===== src/rtl/ram128_pkg.sv =====
// Shared constants and FSM state type for the RAM128 Wishbone controller.
package ram128_pkg;

  localparam int unsigned AW_DEF    = 7;
  localparam int unsigned DW_DEF    = 32;
  localparam int unsigned SEL_W     = 4;
  localparam int unsigned RAM_WORDS = 128;

  localparam logic [31:0] CLR_VALUE_DEF = 32'h0000_0000;

  typedef enum logic [1:0] {
    ST_CLEAR   = 2'd0,
    ST_IDLE    = 2'd1,
    ST_RD_WAIT = 2'd2,
    ST_ACK     = 2'd3
  } state_e;

endpackage


===== src/rtl/ram128_clr_seq.sv =====
// Word-address counter for the post-reset clear sweep; done_c flags the last word.
module ram128_clr_seq
  import ram128_pkg::*;
#(
  parameter int unsigned AW = AW_DEF
) (
  input  logic          clk,
  input  logic          rst_n,
  input  logic          run_i,
  output logic [AW-1:0] cnt_o,
  output logic          done_c
);

  logic [AW-1:0] cnt_q, cnt_d;

  always_comb begin
    cnt_d = cnt_q;
    if (run_i) cnt_d = cnt_q + AW'(1);
  end

  always_ff @(posedge clk or negedge rst_n) begin
    if (!rst_n) cnt_q <= '0;
    else        cnt_q <= cnt_d;
  end

  assign cnt_o  = cnt_q;
  assign done_c = run_i && (cnt_q == AW'(RAM_WORDS - 1));

endmodule


===== src/rtl/ram128_wb_ctrl.sv =====
// Wishbone-classic slave driving one RAM128 port with registered ack/read data.
// Optional post-reset clear sweep is enabled by defining RAM128_WB_CTRL_CLR_EN.
module ram128_wb_ctrl
  import ram128_pkg::*;
#(
  parameter int unsigned   AW        = AW_DEF,
  parameter int unsigned   DW        = DW_DEF,
  parameter logic [DW-1:0] CLR_VALUE = DW'(CLR_VALUE_DEF)
) (
  input  logic             CLK,
  input  logic             RESETn,
  input  logic             wb_cyc_i,
  input  logic             wb_stb_i,
  input  logic             wb_we_i,
  input  logic [SEL_W-1:0] wb_sel_i,
  input  logic [31:0]      wb_adr_i,
  input  logic [DW-1:0]    wb_dat_i,
  output logic [DW-1:0]    wb_dat_o,
  output logic             wb_ack_o,
  output logic             busy_o,
  output logic             ram_en0,
  output logic [SEL_W-1:0] ram_we0,
  output logic [AW-1:0]    ram_a0,
  output logic [DW-1:0]    ram_di0,
  input  logic [DW-1:0]    ram_do0
);

  state_e           state_q, state_d;
  logic             ack_q, ack_d;
  logic [DW-1:0]    dat_q, dat_d;
  logic             req_c;
  logic             en_c;
  logic [SEL_W-1:0] we_c;
  logic [AW-1:0]    a_c;
  logic [DW-1:0]    di_c;
  logic             unused_c;

  assign req_c = wb_cyc_i & wb_stb_i;

`ifdef RAM128_WB_CTRL_CLR_EN
  localparam state_e RST_STATE = ST_CLEAR;

  logic [AW-1:0] clr_cnt;
  logic          clr_run_c;
  logic          clr_done_c;

  assign clr_run_c = (state_q == ST_CLEAR);

  ram128_clr_seq #(.AW(AW)) u_clr_seq (
    .clk    (CLK),
    .rst_n  (RESETn),
    .run_i  (clr_run_c),
    .cnt_o  (clr_cnt),
    .done_c (clr_done_c)
  );

  assign busy_o   = clr_run_c;
  assign unused_c = ^{wb_adr_i[31:AW+2], wb_adr_i[1:0]};
`else
  localparam state_e RST_STATE = ST_IDLE;

  assign busy_o   = 1'b0;
  assign unused_c = ^{wb_adr_i[31:AW+2], wb_adr_i[1:0], CLR_VALUE};
`endif

  // Next state, registered ack/data and the same-cycle RAM strobe.
  always_comb begin
    state_d = state_q;
    ack_d   = 1'b0;
    dat_d   = dat_q;
    en_c    = 1'b0;
    we_c    = '0;
    a_c     = '0;
    di_c    = '0;
    unique case (state_q)
`ifdef RAM128_WB_CTRL_CLR_EN
      ST_CLEAR: begin
        en_c = 1'b1;
        we_c = '1;
        a_c  = clr_cnt;
        di_c = CLR_VALUE;
        if (clr_done_c) state_d = ST_IDLE;
      end
`endif
      ST_IDLE: begin
        if (req_c) begin
          en_c    = 1'b1;
          a_c     = wb_adr_i[AW+1:2];
          di_c    = wb_dat_i;
          we_c    = wb_we_i ? wb_sel_i : '0;
          ack_d   = wb_we_i;
          state_d = wb_we_i ? ST_ACK : ST_RD_WAIT;
        end
      end
      ST_RD_WAIT: begin
        dat_d   = ram_do0;
        ack_d   = wb_cyc_i;
        state_d = ST_ACK;
      end
      ST_ACK:  state_d = ST_IDLE;
      default: state_d = RST_STATE;
    endcase
  end

  always_ff @(posedge CLK or negedge RESETn) begin
    if (!RESETn) begin
      state_q <= RST_STATE;
      ack_q   <= 1'b0;
      dat_q   <= '0;
    end else begin
      state_q <= state_d;
      ack_q   <= ack_d;
      dat_q   <= dat_d;
    end
  end

  // RAM pins are quiet while reset is held, whatever the state register says.
  assign ram_en0  = RESETn & en_c;
  assign ram_we0  = RESETn ? we_c : '0;
  assign ram_a0   = RESETn ? a_c  : '0;
  assign ram_di0  = RESETn ? di_c : '0;
  assign wb_ack_o = ack_q;
  assign wb_dat_o = dat_q;

endmodule


===== config.mk =====
export PLATFORM = sky130hd
export DESIGN_NAME = ram128_wb_ctrl
export DESIGN_NICKNAME = d
export VERILOG_FILES = /design/src/rtl/ram128_pkg.sv /design/src/rtl/ram128_clr_seq.sv /design/src/rtl/ram128_wb_ctrl.sv
export SDC_FILE = /design/constraint.sdc
export NUM_CORES = 1
export LEC_CHECK = 0
export CAP_MARGIN = 5
export CORE_ASPECT_RATIO = 0.8
export CORE_UTILIZATION = 26
export DETAILED_ROUTE_END_ITERATION = 7
export PLACE_DENSITY = 0.77
export SYNTH_ARGS = -nofsm -noshare
export SYNTH_HDL_FRONTEND = slang
export SYNTH_SLANG_ARGS = --single-unit
export TNS_END_PERCENT = 10

===== constraint.sdc =====
create_clock -name CLK -period 1.3 [get_ports CLK]
set_input_delay 0.26 -clock CLK [delete_from_list [all_inputs] [get_ports CLK]]
set_output_delay 0.26 -clock CLK [all_outputs]
set_load 0.02 [all_outputs]

==> run_results.csv <==
group,metric,value,unit
outcome,status,"finished, violations left",
outcome,violations,"setup timing",
sta,hold_viol_final,0,
place,io_buffers,156,
floorplanning,num_rows,26,
sta,period_share,152,%
cells_and_area,area_delta_synth_final,110,%
power_and_ir_drop,p_leak,0.00171,uW
min_path,hp-class,"input port to async pin",
worst_setup_path,critPathKind,"flip-flop to output port",
logic_synthesis,synth.avg_cell_area,13.0,um2
sta,fin_skew,7.67,ps
floorplanning,die_x,93.8,um
worst_setup_path,rr_startpoint,"state_q[0]$_DFFE_PN1P_",
clock_network,clock_latency,280,ps
sta,rsz0062_at_grt,"true",
drt,vias,1620,
place,place_congestion,0.722,
cells_and_area,final_util,57.2,%
run,cap_violations,0,
logic_synthesis,synth_top_area_share,48.5,%
sta,fmax,507,MHz
drt,drt_iter0_markers,20,
global_routing,grt_max_degree,36,
worst_setup_path,worstPathMaxFanout,5,
sta,layout_min_cycle_time,1970,ps
logic_synthesis,syn_area,1750,um2
sta,setup_slack,-672,ps
floorplanning,core,6440,um2
clock_network,cts_buffers,5,
logic_synthesis,synth.distinct_cells,21,
drt,drc,0,
drt,drt_wl_total,5.43,mm
sta,drv_slew,0,
place,post-dp-hpwl,4.19,mm
clock_network,ctsRootBufferMaster,"clkbuf_8",
sta,setup_viol,78,
logic_synthesis,yosysSeqAreaShare,50.0,%
worst_setup_path,cp-start-kind,"flip-flop",
worst_setup_path,end_kind,"output port",
global_routing,antenna_found_initial,0,
cells_and_area,final_cells,389,
place,place_inst,377,
clock_network,cts.sinks,35,
worst_setup_path,cp.required,1040,ps
cells_and_area,fin_nets,412,
clock_network,cts_tree,"done",
power_and_ir_drop,power.total,6270,uW
drt,routedWlPerCell,14.0,um
power_and_ir_drop,peakVddDrop,0.681,mV
drt,final_antenna_net_count,0,
logic_synthesis,yosysTopAreaCell,"dfrtp_1",
clock_network,cts.clk_slew.worst_paths,70,ps
cells_and_area,diodes,0,
clock_network,htreeDepth,2,
worst_setup_path,r2r-end,"wb_dat_o[6]$_DFFE_PN0P_",
global_routing,grt_pass1_vias,1577,
drt,firstDrtPassIters,2,
global_routing,grt-ovfl-total,0,
worst_setup_path,arrival,1710,ps
worst_setup_path,timing.reg2reg.worst_path_depth,5,
logic_synthesis,syn-instance-count,135,
place,dp_slack,-873,ps
global_routing,track_usage,15.0,%
floorplanning,pin_count,183,
logic_synthesis,synth_area_leaders,"dfrtp_1, mux2_2, and2_1",
worst_setup_path,r2r_slack,-190,ps
logic_synthesis,synth_warnings,0,
logic_synthesis,syn_nets,243,
drt,via_per_inst,4.16,
global_routing,grt_pass1_wl,8.05,mm
sta,fin_tns_setup,-32240,ps
logic_synthesis,postSynthRegisterBits,35,
floorplanning,start_util,27.2,%
clock_network,cts.path.max_buffers,2,
cells_and_area,drive_above_1_share,48.9,%
power_and_ir_drop,power_density,1700,nW/um2
floorplanning,die_height,75.5,um
floorplanning,dieArea,7080,um2
power by group:
| group | total (uW) | leakage, uW | switching [uW] | internal (uW) |
|---|---|---|---|---|
| combinational | 3400 | 0.00123 | 1600 | 1800 |
| clock | 968 | 0.0000581 | 398 | 571 |
| sequential | 1900 | 0.000413 | 237 | 1660 |
routing by layer:
layer	part of all wire (%)	wire length, um	track usage, %
met5	0	0	0
met4	2.2	121	4.96
met3	5.3	290	3.69
met2	54	2930	27.9
met1	39	2090	17.2
repair_timing:
item | 4_1_cts | 5_1_grt
pin swaps | 4 | 10
hold buffers | 0 | 0
cloned | 2 | 0
buffers inserted | 3 | 0
setup endpoints to repair | 111 | 78
gates resized for setup | 299 | 22
cell usage after synthesis:
cell and number:
dfstp_2 1, conb_1 1, o21ai_0 1, nor2_1 1, a2bb2oi_1 1, buf_6 8
nor2_4 1, nor3b_1 1, mux2_2 27, mux2_4 5, and3_2 4, nand2_2 1
buf_4 1, ha_1 3, inv_1 2, a31oi_1 1, and2_1 30, nand2_1 2
mux2i_1 1, dfrtp_1 34, and2_2 9
worst max-delay path: stages (launching register included):
cell and delay [ps]:
dfstp_2 550, ha_4 140, nand2_4 50, nor2_4 190, buf_6 140, buf_6 100, and2_2 140, buf_6 110
cells by family after synthesis:
logic type | synth area share [%]
adder cells (fa/ha/maj) | 2.14
AO/OA/AOI/OAI | 1.14
other | 0.214
flip-flops | 50.0
multiplexers | 22.2
AND/OR/NAND/NOR | 18.3
buffers and inverters | 5.99
registers in the layout, indices dropped and copies added (netlist names):
signal,flops
wb_ack_o,1
wb_dat_o,32
state_q,2
area by class of cell:
class / count / area (um2)
fillers: 536 / 2750
clock inverters: 3 / 43.8
well taps: 84 / 105
repair buffers: 171 / 1730
clock buffers: 5 / 68.8
flip-flops and latches: 35 / 877
multi-input cells: 89 / 858
inverters: 2 / 7.51
per-stage QoR:
step | hold WS [ps] | area, um2
finish | 70.0 | 3690
global route | 93.8 | 3690
CTS | 79.4 | 3660
detailed placement | 370 | 3480
global placement | 361 | 3480
floorplan | -35.6 | 1820
worst max-delay path by stage:
stage                           startpoint           to  slack [ps]  cells past startpoint
global route        state_q[0]$_DFFE_PN1P_  ram_di0[13]        -760                      7
finish              state_q[0]$_DFFE_PN1P_  ram_di0[21]        -670                      7
detailed placement                wb_stb_i   ram_we0[0]        -870                      6
global placement                  wb_stb_i   ram_di0[0]        -860                      6
floorplan           state_q[0]$_DFFE_PN1P_  ram_di0[22]        -230                      5
CTS                 state_q[0]$_DFFE_PN1P_  ram_di0[18]        -680                      7
cell usage in the layout, fill, tap and decap left out, drive strengths merged:
master | Yosys | final
nor2 | 2 | 2
inv | 2 | 2
o21ai | 1 | 1
dfstp | 1 | 1
nand2 | 3 | 3
clkbuf | 0 | 5
mux2 | 32 | 32
buf | 9 | 60
dfrtp | 34 | 34
nor3b | 1 | 1
ha | 3 | 3
and3 | 4 | 4
a2bb2oi | 1 | 1
bufinv | 0 | 1
clkdlybuf4s50 | 0 | 78
and2 | 39 | 39
a31oi | 1 | 1
clkinv | 0 | 2
dlygate4sd2 | 0 | 33
mux2i | 1 | 1
conb | 1 | 1
(Power assumes the default switching activity.)
